### config.mk
export PLATFORM = sky130hd
export DESIGN_NAME = cntr_pwm_gen
export DESIGN_NICKNAME = d
export VERILOG_FILES = /design/src/rtl/cntr_pwm_gen_pkg.sv /design/src/rtl/cntr_wrap_det.sv /design/src/rtl/cntr_pwm_gen.sv
export SDC_FILE = /design/constraint.sdc
export NUM_CORES = 1
export LEC_CHECK = 0
export ABC_AREA = 1
export CORE_UTILIZATION = 56
export DETAILED_ROUTE_END_ITERATION = 8
export PLACE_DENSITY = 0.84
export REMOVE_ABC_BUFFERS = 1
export SYNTH_ARGS = -nofsm -noshare
export SYNTH_HDL_FRONTEND = slang
export SYNTH_SLANG_ARGS = --single-unit
### constraint.sdc
create_clock -name clock -period 7.45 [get_ports clock]
set_clock_uncertainty 0.1 [all_clocks]
set_input_delay 1.49 -clock clock [delete_from_list [all_inputs] [get_ports clock]]
set_output_delay 1.49 -clock clock [all_outputs]
set_load 0.005 [all_outputs]
### src/rtl/cntr_pwm_gen_pkg.sv
// Types and width defaults shared by the PWM generator and the up-counter stage
// that feeds it.
package cntr_pwm_gen_pkg;

    typedef enum logic [1:0] {
        IDLE = 2'd0,
        RUN  = 2'd1,
        PEND = 2'd2
    } state_t;

    localparam int CNT_W_DEF = 8;
    localparam int PER_W_DEF = 8;

endpackage

### src/rtl/cntr_wrap_det.sv
// Wrap detector: remembers the previous count and flags an edge where the
// count went backwards while the generator is armed.
module cntr_wrap_det
    import cntr_pwm_gen_pkg::*;
#(
    parameter int CNT_W = CNT_W_DEF
) (
    input  logic             clock,
    input  logic             start,
    input  logic [CNT_W-1:0] count,
    input  logic             armed,
    output logic             wrap_evt
);

    logic [CNT_W-1:0] prev;

    // NOTE: sequential state always uses non-blocking assignments so every
    // register samples pre-edge values regardless of block ordering.
    always_ff @(posedge clock) begin
        if (start) begin
            prev <= '0;
        end else begin
            prev <= count;
        end
    end

    // Not armed on the IDLE->RUN edge, so a stale prev never fakes a wrap.
    assign wrap_evt = armed && (count < prev);

endmodule

### src/rtl/cntr_pwm_gen.sv
// PWM generator driven by an external up-count. A new duty offered while
// running is held until the next count wrap so periods never tear.
module cntr_pwm_gen
    import cntr_pwm_gen_pkg::*;
#(
    parameter int CNT_W = CNT_W_DEF,
    parameter int PER_W = PER_W_DEF
) (
    input  logic             clock,
    input  logic             start,
    input  logic             en,
    input  logic [CNT_W-1:0] count,
    input  logic             cfg_valid,
    input  logic [CNT_W-1:0] cfg_duty,
    output logic             cfg_ready,
    output logic             pwm,
    output logic             wrap,
    output logic [PER_W-1:0] periods
);

    state_t           state, state_next;
    logic [CNT_W-1:0] duty_active, duty_next;
    logic [CNT_W-1:0] duty_pend, pend_next;
    logic             xfer;
    logic             armed;
    logic             wrap_evt;

    assign xfer  = cfg_valid && cfg_ready;
    assign armed = en && (state != IDLE);

    cntr_wrap_det #(.CNT_W(CNT_W)) u_wrap_det (
        .clock    (clock),
        .start    (start),
        .count    (count),
        .armed    (armed),
        .wrap_evt (wrap_evt)
    );

    always_ff @(posedge clock) begin
        if (start) begin
            state <= IDLE;
        end else begin
            state <= state_next;
        end
    end

    // NOTE: every combinational output gets a default first so no path can
    // leave it unassigned and infer a latch.
    always_comb begin
        state_next = state;
        if (!en) begin
            state_next = IDLE;
        end else begin
            unique case (state)
                IDLE:    state_next = RUN;
                RUN:     if (xfer)     state_next = PEND;
                PEND:    if (wrap_evt) state_next = RUN;
                default: state_next = IDLE;
            endcase
        end
    end

    always_comb begin
        cfg_ready = (state != PEND);
        duty_next = duty_active;
        pend_next = duty_pend;
        if (state == IDLE && xfer) begin
            duty_next = cfg_duty;
        end else if (state == PEND && wrap_evt) begin
            duty_next = duty_pend;
        end
        if (state == RUN && xfer) begin
            pend_next = cfg_duty;
        end
        // Dropping out of the run discards any held config.
        if (state_next == IDLE) begin
            pend_next = '0;
        end
    end

    always_ff @(posedge clock) begin
        if (start) begin
            duty_active <= '0;
            duty_pend   <= '0;
            pwm         <= 1'b0;
            wrap        <= 1'b0;
            periods     <= '0;
        end else begin
            duty_active <= duty_next;
            duty_pend   <= pend_next;
            pwm         <= (state_next != IDLE) && (count < duty_next);
            wrap        <= wrap_evt;
            if (wrap_evt && (periods != {PER_W{1'b1}})) begin
                periods <= periods + PER_W'(1);
            end
        end
    end

endmodule

==> impl_results.html, run 1 <==
<table>
<tr><th>Metric</th><th>Value</th></tr>
<tr><th colspan="2">Layout</th></tr>
<tr><td>Area added between synthesis and finish</td><td>24.2%</td></tr>
<tr><td>Leading cell type in the layout, fill and taps excluded</td><td>sky130_fd_sc_hd__inv_1</td></tr>
<tr><td>Final cell utilization of the core</td><td>between 70% and 80%</td></tr>
<tr><td>Antenna Cells</td><td>0</td></tr>
<tr><td>Share of final-layout standard cells stronger than drive strength 1</td><td>under 10%</td></tr>
<tr><td>Commonest cells after routing, fill and taps aside</td><td>40 x sky130_fd_sc_hd__inv_1, 37 x sky130_fd_sc_hd__nand2_1, 36 x sky130_fd_sc_hd__dfxtp_1</td></tr>
<tr><td>Final #Nets</td><td>299</td></tr>
<tr><th colspan="2">Min path</th></tr>
<tr><td>Worst min-delay path category</td><td>flop to flop</td></tr>
<tr><th colspan="2">Drt</th></tr>
<tr><td>Post-detailed-route DRC marker count</td><td>0</td></tr>
<tr><td>Violation count after the first detailed-route iteration</td><td>~120</td></tr>
<tr><td>Vias per cell</td><td>between 5 and 6</td></tr>
<tr><td>Count of TritonRoute iterations in the first routing pass</td><td>4</td></tr>
<tr><td>Number of vias after detailed routing</td><td>approximately 1600</td></tr>
<tr><td>Average detailed-routed wire length per instance</td><td>11.8 µm</td></tr>
<tr><td>Post-route antenna net violation count</td><td>0</td></tr>
<tr><td>Total Routed Length</td><td>3650 µm</td></tr>
<tr><th colspan="2">Global routing</th></tr>
<tr><td>Global-route wire length before repair</td><td>6130 µm</td></tr>
<tr><td>Via count of the first global-routing pass</td><td>approximately 1400</td></tr>
<tr><td>Antenna violations before repair</td><td>0</td></tr>
<tr><td>Overflow left after global routing</td><td>0</td></tr>
<tr><td>Largest net degree at the start of global routing</td><td>21</td></tr>
<tr><td>Global-route usage over all layers</td><td>24.1%</td></tr>
<tr><th colspan="2">Clocking</th></tr>
<tr><td>Sinks on the clock net</td><td>36</td></tr>
<tr><td>Clk_lat worst skew</td><td>0.34 ns</td></tr>
<tr><td>Clock Root Buffer</td><td>sky130_fd_sc_hd__clkbuf_4</td></tr>
<tr><td>Clk slew on worst S/H paths</td><td>0.10 ns</td></tr>
<tr><td>Count of hold-fix buffers inserted at cts</td><td>0</td></tr>
<tr><td>Number of post-CTS setup repair buffers</td><td>0</td></tr>
<tr><td>TritonCTS clock tree</td><td>done</td></tr>
<tr><td>Cells resized by post-CTS repair</td><td>0</td></tr>
<tr><td>Number of buffers created by CTS</td><td>5</td></tr>
<tr><td>Number of buffers on the longest clock path</td><td>2</td></tr>
<tr><td>H-tree depth</td><td>2</td></tr>
<tr><th colspan="2">STA</th></tr>
<tr><td>Aggregate negative setup slack</td><td>0 ns</td></tr>
<tr><td>Final period util</td><td>52.3%</td></tr>
<tr><td>Count of final max-slew check failures</td><td>0</td></tr>
<tr><td>Final min period</td><td>between 3 and 4 ns</td></tr>
<tr><td>Setup violators final</td><td>0</td></tr>
<tr><td>Setup repair after global routing missed its margin</td><td>no</td></tr>
<tr><td>Actual transition at the worst max-transition pin</td><td>0.791 ns</td></tr>
<tr><td>Worst-case headroom to the max-slew limit</td><td>approximately 47%</td></tr>
<tr><td>Final Hold Fails</td><td>0</td></tr>
<tr><td>Achievable Freq</td><td>between 200 and 300 MHz</td></tr>
<tr><th colspan="2">Floorplan</th></tr>
<tr><td>Die Outline Area</td><td>3400 µm²</td></tr>
<tr><td>Top-level I/O count</td><td>31</td></tr>
<tr><td>Placement Rows</td><td>20</td></tr>
<tr><td>Placeable core region</td><td>roughly 3000 µm²</td></tr>
<tr><td>DIE HEIGHT</td><td>58.3 µm</td></tr>
<tr><td>Die Wd</td><td>between 50 and 60 µm</td></tr>
<tr><td>Starting density of the core</td><td>58.7%</td></tr>
<tr><th colspan="2">Synth</th></tr>
<tr><td>Avg Cell Area, Syn</td><td>7.66 µm²</td></tr>
<tr><td>Compound-gate portion of the synthesized area</td><td>16.8%</td></tr>
<tr><td>Synthesis-stage register bit count</td><td>36</td></tr>
<tr><td>Yosys warning total</td><td>0</td></tr>
<tr><td>Part of the Yosys area used for sequential elements</td><td>40.5%</td></tr>
<tr><td>Post-Synth Simple-Gate Area</td><td>22.3%</td></tr>
<tr><td>Synth Cell Area</td><td>1780 µm²</td></tr>
<tr><td>Share of cell area taken by muxes after synthesis</td><td>0%</td></tr>
<tr><td>Xor-xnor portion of the synthesized cell area</td><td>0%</td></tr>
<tr><td>Largest family of logic cells by synthesized area</td><td>simple AND/OR/NAND/NOR gates</td></tr>
<tr><td>Area share of fa/ha/maj cells after synthesis</td><td>10.6%</td></tr>
<tr><td>Yosys cell types</td><td>28</td></tr>
<tr><td>Cell count after synthesis</td><td>232</td></tr>
<tr><th colspan="2">Critical path</th></tr>
<tr><td>Maximum fanout count along the critical path</td><td>16</td></tr>
<tr><td>CP peak stage delay</td><td>approximately 0.45 ns</td></tr>
<tr><td>Count of buffering cells on the critical path with inverters included</td><td>2</td></tr>
<tr><td>Crit path required time</td><td>7.62 ns</td></tr>
<tr><td>Crit path kind</td><td>input port to flop</td></tr>
<tr><td>Crit-path slowest cell</td><td>sky130_fd_sc_hd__clkdlybuf4s50_1</td></tr>
<tr><td>Endpoint type of the worst setup path</td><td>flop</td></tr>
<tr><td>Startpoint Class</td><td>input port</td></tr>
<tr><td>Worst endpoint data arrival time</td><td>4.07 ns</td></tr>
<tr><td>Category of cells accounting for the largest share of critical-path delay</td><td>compound AO/OA/AOI/OAI gates</td></tr>
<tr><td>Cell-by-cell trace of the critical path</td><td>clkdlybuf4s50_1 -&gt; ha_1 -&gt; nand2_1 -&gt; inv_1 -&gt; nand2_1 -&gt; nand3_2 -&gt; nor2_4 -&gt; nand3_2 -&gt; o211ai_1 -&gt; o21ai_1 -&gt; ha_1 -&gt; a21oi_1 -&gt; o2111ai_1 -&gt; a21oi_1</td></tr>
<tr><th colspan="2">Placed design</th></tr>
<tr><td>Global placement routability congestion</td><td>0.823</td></tr>
<tr><td>Count of input and output buffers</td><td>30</td></tr>
<tr><td>Sum of net half-perimeters after detailed placement</td><td>2590 µm</td></tr>
<tr><th colspan="2">Power and ir drop</th></tr>
<tr><td>Ratio of total power to cell area</td><td>191 nW/µm²</td></tr>
<tr><td>Total Power Consumption</td><td>0.421 mW</td></tr>
<tr><td>Worst supply voltage drop on vdd</td><td>roughly 0.18 mV</td></tr>
<tr><td>Leakage</td><td>0.927 nW</td></tr>
<tr><th colspan="2">Run</th></tr>
<tr><td>Reported max-cap violation count</td><td>0</td></tr>
<tr><th colspan="2">Run status</th></tr>
<tr><td>Status</td><td>complete, no violations</td></tr>
</table>
[layer usage]
layer  track usage [%]  vias up  wire length (µm)
met5                 0        -                 0
met4              9.18        0                91
met3              6.81       12               224
met2              39.6       49              1660
met1              30.3      670              1670
li1                  -      819                 -
[through the flow]
| step | hold WS, ns | std cells | instance area, µm² | worst slack (ns) |
|---|---|---|---|---|
| floorplan | 0.336 | 227 | 1760 | 3.96 |
| global placement | 0.348 | 301 | 2110 | 3.28 |
| detailed placement | 0.352 | 301 | 2110 | 3.23 |
| CTS | 0.371 | 309 | 2210 | 3.56 |
| global route | 0.391 | 309 | 2210 | 3.30 |
| finish | 0.369 | 309 | 2210 | 3.55 |
[logic make-up after synthesis]
family / count (synthesis)
buf+inv: 46
flops: 36
compound gates: 46
simple gates: 89
fa+ha+maj: 15
[synthesized netlist by cell type]
cell type	number	area share [%]
sky130_fd_sc_hd__a211oi_1	7	3.0
sky130_fd_sc_hd__a21boi_0	1	0.42
sky130_fd_sc_hd__a21oi_1	12	3.4
sky130_fd_sc_hd__a221oi_1	1	0.49
sky130_fd_sc_hd__a31oi_1	2	0.70
sky130_fd_sc_hd__a31oi_4	1	1.2
sky130_fd_sc_hd__buf_2	1	0.28
sky130_fd_sc_hd__clkbuf_1	4	0.84
sky130_fd_sc_hd__dfxtp_1	36	41
sky130_fd_sc_hd__ha_1	15	11
sky130_fd_sc_hd__inv_1	40	8.4
sky130_fd_sc_hd__inv_2	1	0.21
sky130_fd_sc_hd__nand2_1	37	7.8
sky130_fd_sc_hd__nand2_2	1	0.35
sky130_fd_sc_hd__nand2_4	1	0.63
sky130_fd_sc_hd__nand3_1	6	1.7
sky130_fd_sc_hd__nand3_2	2	1.1
sky130_fd_sc_hd__nand4_1	1	0.35
sky130_fd_sc_hd__nor2_1	35	7.4
sky130_fd_sc_hd__nor2_2	2	0.70
sky130_fd_sc_hd__nor2_4	2	1.3
sky130_fd_sc_hd__nor3_1	1	0.28
sky130_fd_sc_hd__nor4_2	1	0.70
sky130_fd_sc_hd__o2111ai_1	1	0.49
sky130_fd_sc_hd__o211ai_1	7	3.0
sky130_fd_sc_hd__o21a_1	2	0.84
sky130_fd_sc_hd__o21ai_0	3	0.84
sky130_fd_sc_hd__o21ai_1	9	2.5
[state kept, by name, indices dropped and copies added, names as in the netlist]
signal           cells
state                2
periods              8
duty_active          8
pwm                  1
wrap                 1
u_wrap_det.prev      8
duty_pend            8
[worst paths after layout]
check,from,end,cells past startpoint,slack (ns)
max reg2reg,u_wrap_det.prev[7]$_SDFF_PP0_,pwm$_SDFF_PP0_,14,4.86
max,count[7],pwm$_SDFF_PP0_,14,3.55
min reg2reg,duty_pend[5]$_SDFFE_PP0P_,duty_pend[5]$_SDFFE_PP0P_,2,0.37
min,duty_pend[5]$_SDFFE_PP0P_,duty_pend[5]$_SDFFE_PP0P_,2,0.37
[report_power, final]
part | internal, mW | switching [mW]
logic | 0.0292 | 0.0360
registers | 0.201 | 0.00313
clock network | 0.0891 | 0.0631
[worst min-delay path: stages, from the launching register on]
cell and delay (ns):
sky130_fd_sc_hd__dfxtp_1 0.31, sky130_fd_sc_hd__inv_1 0.06, sky130_fd_sc_hd__a211oi_1 0.06
[area by class of cell]
cell class | instances | area [µm²]
Clock inverter | 1 | 30.0
Clock buffer | 7 | 65.1
Sequential cell | 36 | 721
Inverter | 41 | 154
Tap cell | 44 | 55.1
Multi-Input combinational cell | 150 | 883
Fill cell | 254 | 820
Timing Repair Buffer | 30 | 300
No activity file was read; power rests on OpenSTA's default activity.
==> run 2: changes to the inputs <==
--- a/config.mk
+++ b/config.mk
@@ -6,9 +6,9 @@
 export NUM_CORES = 1
 export LEC_CHECK = 0
 export ABC_AREA = 1
-export CORE_UTILIZATION = 56
+export CORE_UTILIZATION = 47
 export DETAILED_ROUTE_END_ITERATION = 8
-export PLACE_DENSITY = 0.84
+export PLACE_DENSITY = 0.75
 export REMOVE_ABC_BUFFERS = 1
 export SYNTH_ARGS = -nofsm -noshare
 export SYNTH_HDL_FRONTEND = slang
==> constraint.sdc (replaced) <==
create_clock -name clock -period 3.2 [get_ports clock]
set_clock_uncertainty 0.1 [all_clocks]
set_input_delay 0.64 -clock clock [delete_from_list [all_inputs] [get_ports clock]]
set_output_delay 0.64 -clock clock [all_outputs]
set_load 0.005 [all_outputs]
==> run 2 against run 1 <==
Effect of this change:
- sequential power increased by 130%
- combinational power increased by 150%
- sequential cell count unchanged
- critical path depth increased by 1
- utilization decreased by 6.4 points
- first-iteration DRC count decreased by 51%
- final cell count increased by 4.5%
- sequential share of layout area decreased by 1.4 points
- non-clock buffer count increased by 12
- critical endpoint unchanged
- highest routed layer unchanged
==> impl_results.html, run 2 (synthesized netlist as in run 1, its figures left out) <==
<table>
<tr><th>Metric</th><th>Value</th></tr>
<tr><th colspan="2">STA</th></tr>
<tr><td>Worst-case headroom to the max-slew limit</td><td>62.7% (was 47.1%)</td></tr>
<tr><td>Count of final max-slew check failures</td><td>0 (unchanged)</td></tr>
<tr><td>Final Hold Fails</td><td>0 (unchanged)</td></tr>
<tr><td>Setup repair after global routing missed its margin</td><td>no (unchanged)</td></tr>
<tr><td>Final period util</td><td>90.2%</td></tr>
<tr><td>Aggregate negative setup slack</td><td>0 ns (unchanged)</td></tr>
<tr><td>Achievable Freq</td><td>347 MHz</td></tr>
<tr><td>Final min period</td><td>2.88 ns</td></tr>
<tr><td>Setup violators final</td><td>0 (unchanged)</td></tr>
<tr><td>Actual transition at the worst max-transition pin</td><td>0.558 ns (was 0.791 ns)</td></tr>
<tr><th colspan="2">Global routing</th></tr>
<tr><td>Via count of the first global-routing pass</td><td>1449 (was 1428)</td></tr>
<tr><td>Overflow left after global routing</td><td>0 (unchanged)</td></tr>
<tr><td>Global-route usage over all layers</td><td>19.7% (was 24.1%)</td></tr>
<tr><td>Global-route wire length before repair</td><td>6100 µm (was 6130 µm)</td></tr>
<tr><td>Largest net degree at the start of global routing</td><td>20 (was 21)</td></tr>
<tr><td>Antenna violations before repair</td><td>0 (unchanged)</td></tr>
<tr><th colspan="2">Critical path</th></tr>
<tr><td>Number of cells on the worst reg-to-reg path</td><td>15 (was 14)</td></tr>
<tr><td>Maximum fanout count along the critical path</td><td>16 (unchanged)</td></tr>
<tr><td>Endpoint type of the worst setup path</td><td>flop (unchanged)</td></tr>
<tr><td>Critical register-to-register path endpoint</td><td>pwm$_SDFF_PP0_ (unchanged)</td></tr>
<tr><td>Worst path most repeated cell</td><td>sky130_fd_sc_hd__nand2_1</td></tr>
<tr><td>Internal reg-to-reg setup slack</td><td>0.79 ns (was 4.86 ns)</td></tr>
<tr><td>Crit-path slowest cell</td><td>sky130_fd_sc_hd__clkdlybuf4s50_1 (unchanged)</td></tr>
<tr><td>Cell-by-cell trace of the critical path</td><td>clkdlybuf4s50_1 -&gt; ha_1 -&gt; nand2_1 -&gt; inv_1 -&gt; nand2_1 -&gt; nand3_2 -&gt; nor2_4 -&gt; nand3_2 -&gt; buf_12 -&gt; o211ai_1 -&gt; o21ai_1 -&gt; ha_1 -&gt; nand2_1 -&gt; o2111ai_1 -&gt; a21oi_1 (was clkdlybuf4s50_1 -&gt; ha_1 -&gt; nand2_1 -&gt; inv_1 -&gt; nand2_1 -&gt; nand3_2 -&gt; nor2_4 -&gt; nand3_2 -&gt; o211ai_1 -&gt; o21ai_1 -&gt; ha_1 -&gt; a21oi_1 -&gt; o2111ai_1 -&gt; a21oi_1)</td></tr>
<tr><td>Crit path kind</td><td>input port to flop (unchanged)</td></tr>
<tr><td>Crit path required time</td><td>3.28 ns (was 7.62 ns)</td></tr>
<tr><td>Worst endpoint data arrival time</td><td>2.96 ns (was 4.07 ns)</td></tr>
<tr><td>Startpoint of the worst-slack reg-to-reg timing path</td><td>u_wrap_det.prev[7]$_SDFF_PP0_ (unchanged)</td></tr>
<tr><td>CP peak stage delay</td><td>0.42 ns (was 0.45 ns)</td></tr>
<tr><td>Endpoint of the worst setup timing path</td><td>pwm$_SDFF_PP0_ (unchanged)</td></tr>
<tr><td>CP startpoint</td><td>count[7] (unchanged)</td></tr>
<tr><td>Startpoint Class</td><td>input port (unchanged)</td></tr>
<tr><th colspan="2">Power and ir drop</th></tr>
<tr><td>Ratio of total power to cell area</td><td>416 nW/µm² (was 191 nW/µm²)</td></tr>
<tr><td>Leakage</td><td>0.984 nW (was 0.927 nW)</td></tr>
<tr><td>Worst supply voltage drop on vdd</td><td>0.224 mV (was 0.176 mV)</td></tr>
<tr><th colspan="2">Clocking</th></tr>
<tr><td>Clk slew on worst S/H paths</td><td>0.07 ns (was 0.10 ns)</td></tr>
<tr><td>Sinks on the clock net</td><td>36 (unchanged)</td></tr>
<tr><td>TritonCTS clock tree</td><td>done (unchanged)</td></tr>
<tr><td>Number of post-CTS setup repair buffers</td><td>0 (unchanged)</td></tr>
<tr><td>Cells resized by post-CTS repair</td><td>0 (unchanged)</td></tr>
<tr><td>Count of hold-fix buffers inserted at cts</td><td>0 (unchanged)</td></tr>
<tr><td>Number of buffers on the longest clock path</td><td>2 (unchanged)</td></tr>
<tr><td>H-tree depth</td><td>2 (unchanged)</td></tr>
<tr><td>Clk_lat worst skew</td><td>0.29 ns (was 0.34 ns)</td></tr>
<tr><td>Number of buffers created by CTS</td><td>5 (unchanged)</td></tr>
<tr><td>Clock Root Buffer</td><td>sky130_fd_sc_hd__clkbuf_8 (was sky130_fd_sc_hd__clkbuf_4)</td></tr>
<tr><th colspan="2">Floorplan</th></tr>
<tr><td>Placeable core region</td><td>3470 µm² (was 3030 µm²)</td></tr>
<tr><td>DIE HEIGHT</td><td>63.5 µm (was 58.3 µm)</td></tr>
<tr><td>Starting density of the core</td><td>51.3% (was 58.7%)</td></tr>
<tr><td>Placement Rows</td><td>21 (was 20)</td></tr>
<tr><td>Die Outline Area</td><td>4030 µm² (was 3400 µm²)</td></tr>
<tr><td>Die Wd</td><td>63.5 µm (was 58.3 µm)</td></tr>
<tr><td>Top-level I/O count</td><td>31 (unchanged)</td></tr>
<tr><th colspan="2">Layout</th></tr>
<tr><td>Leading cell type in the layout, fill and taps excluded</td><td>sky130_fd_sc_hd__inv_1 (unchanged)</td></tr>
<tr><td>Commonest cells after routing, fill and taps aside</td><td>40 x sky130_fd_sc_hd__inv_1, 37 x sky130_fd_sc_hd__nand2_1, 36 x sky130_fd_sc_hd__dfxtp_1 (unchanged)</td></tr>
<tr><td>Final #Nets</td><td>311 (was 299)</td></tr>
<tr><td>Number of filler instances in the final layout</td><td>321 (was 254)</td></tr>
<tr><td>Cell Count, Final, Fillers Out</td><td>323 (was 309)</td></tr>
<tr><td>Antenna Cells</td><td>0 (unchanged)</td></tr>
<tr><td>Share of final-layout standard cells stronger than drive strength 1</td><td>10.5% (was 7.17%)</td></tr>
<tr><td>Area added between synthesis and finish</td><td>29.8% (was 24.2%)</td></tr>
<tr><th colspan="2">Placed design</th></tr>
<tr><td>Count of input and output buffers</td><td>30 (unchanged)</td></tr>
<tr><td>Global placement routability congestion</td><td>0.779 (was 0.823)</td></tr>
<tr><td>Sum of net half-perimeters after detailed placement</td><td>2630 µm (was 2590 µm)</td></tr>
<tr><td>Placed insts</td><td>315 (was 301)</td></tr>
<tr><th colspan="2">Drt</th></tr>
<tr><td>Vias per cell</td><td>4.86 (was 5.02)</td></tr>
<tr><td>Post-route antenna net violation count</td><td>0 (unchanged)</td></tr>
<tr><td>Count of TritonRoute iterations in the first routing pass</td><td>4 (unchanged)</td></tr>
<tr><td>Total Routed Length</td><td>3620 µm (was 3650 µm)</td></tr>
<tr><td>Number of vias after detailed routing</td><td>1569 (was 1550)</td></tr>
<tr><td>Violation count after the first detailed-route iteration</td><td>57 (was 116)</td></tr>
<tr><td>Post-detailed-route DRC marker count</td><td>0 (unchanged)</td></tr>
<tr><td>Average detailed-routed wire length per instance</td><td>11.2 µm (was 11.8 µm)</td></tr>
<tr><th colspan="2">Run</th></tr>
<tr><td>Reported max-cap violation count</td><td>0 (unchanged)</td></tr>
<tr><th colspan="2">Min path</th></tr>
<tr><td>Worst min-delay path category</td><td>flop to flop (unchanged)</td></tr>
<tr><th colspan="2">Run status</th></tr>
<tr><td>Status</td><td>complete, no violations (unchanged)</td></tr>
</table>
## run 2: cell types whose count changed in the layout (fill, tap and decap cells not counted)
| cell | previous run | this run |
|---|---|---|
| sky130_fd_sc_hd__buf_12 | 0 | 1 |
| sky130_fd_sc_hd__buf_4 | 0 | 11 |
| sky130_fd_sc_hd__bufinv_16 | 1 | 0 |
| sky130_fd_sc_hd__clkbuf_1 | 0 | 2 |
| sky130_fd_sc_hd__clkbuf_4 | 5 | 0 |
| sky130_fd_sc_hd__clkbuf_8 | 2 | 6 |
## run 2: routing by layer
| metal | share of wire [%] | GRT usage, % |
|---|---|---|
| met1 | 48 | 23.6 |
| met2 | 46 | 32.3 |
| met3 | 5.5 | 6.34 |
| met4 | 1.1 | 7.67 |
| met5 | 0 | 0 |
## run 2: stage by stage
stage / cell area (µm²) / util, % / power (mW) / hold WS, ns / setup WS, ns
detailed placement: 2220 / 64.0 / 0.645 / 0.357 / 0.0309
finish: 2310 / 66.6 / 0.961 / 0.369 / 0.315
global route: 2310 / 66.6 / 1.01 / 0.392 / 0.153
global placement: 2220 / 64.0 / 0.642 / 0.357 / 0.0818
CTS: 2310 / 66.6 / 0.972 / 0.371 / 0.334
floorplan: 1760 / - / 0.574 / 0.336 / 0.563
## run 2: cell type report
class	instances	area, µm²	area share (%)
sequential	36	721	31.2
multi-input combinational	150	883	38.3
inverter	41	154	6.67
timing repair buffer	42	403	17.5
tap	46	57.6	2.49
clock buffer	8	90.1	3.90
## run 2: worst min-delay path by stage
stage               cells past startpoint                 startpoint                   endpoint
finish                                  2  duty_pend[6]$_SDFFE_PP0P_  duty_pend[6]$_SDFFE_PP0P_
global route                            2  duty_pend[7]$_SDFFE_PP0P_  duty_pend[7]$_SDFFE_PP0P_
CTS                                     2  duty_pend[5]$_SDFFE_PP0P_  duty_pend[5]$_SDFFE_PP0P_
detailed placement                      2  duty_pend[5]$_SDFFE_PP0P_  duty_pend[5]$_SDFFE_PP0P_
global placement                        2  duty_pend[4]$_SDFFE_PP0P_  duty_pend[4]$_SDFFE_PP0P_
floorplan                               2  duty_pend[1]$_SDFFE_PP0P_  duty_pend[1]$_SDFFE_PP0P_
## run 2: worst max-delay path, delay by kind of cell
kind,cells,cell delay (ns)
adders and majority gates,2,0.63
AOI/OAI and AO/OA,4,0.53
and+or+nand+nor,6,0.51
buffers and inverters,3,0.63
## run 2: where the power goes
| group | switching (mW) | internal (mW) |
|---|---|---|
| sequential | 0.00644 | 0.467 |
| combinational | 0.0831 | 0.0781 |
| clock | 0.150 | 0.175 |
| total | 0.240 | 0.721 |
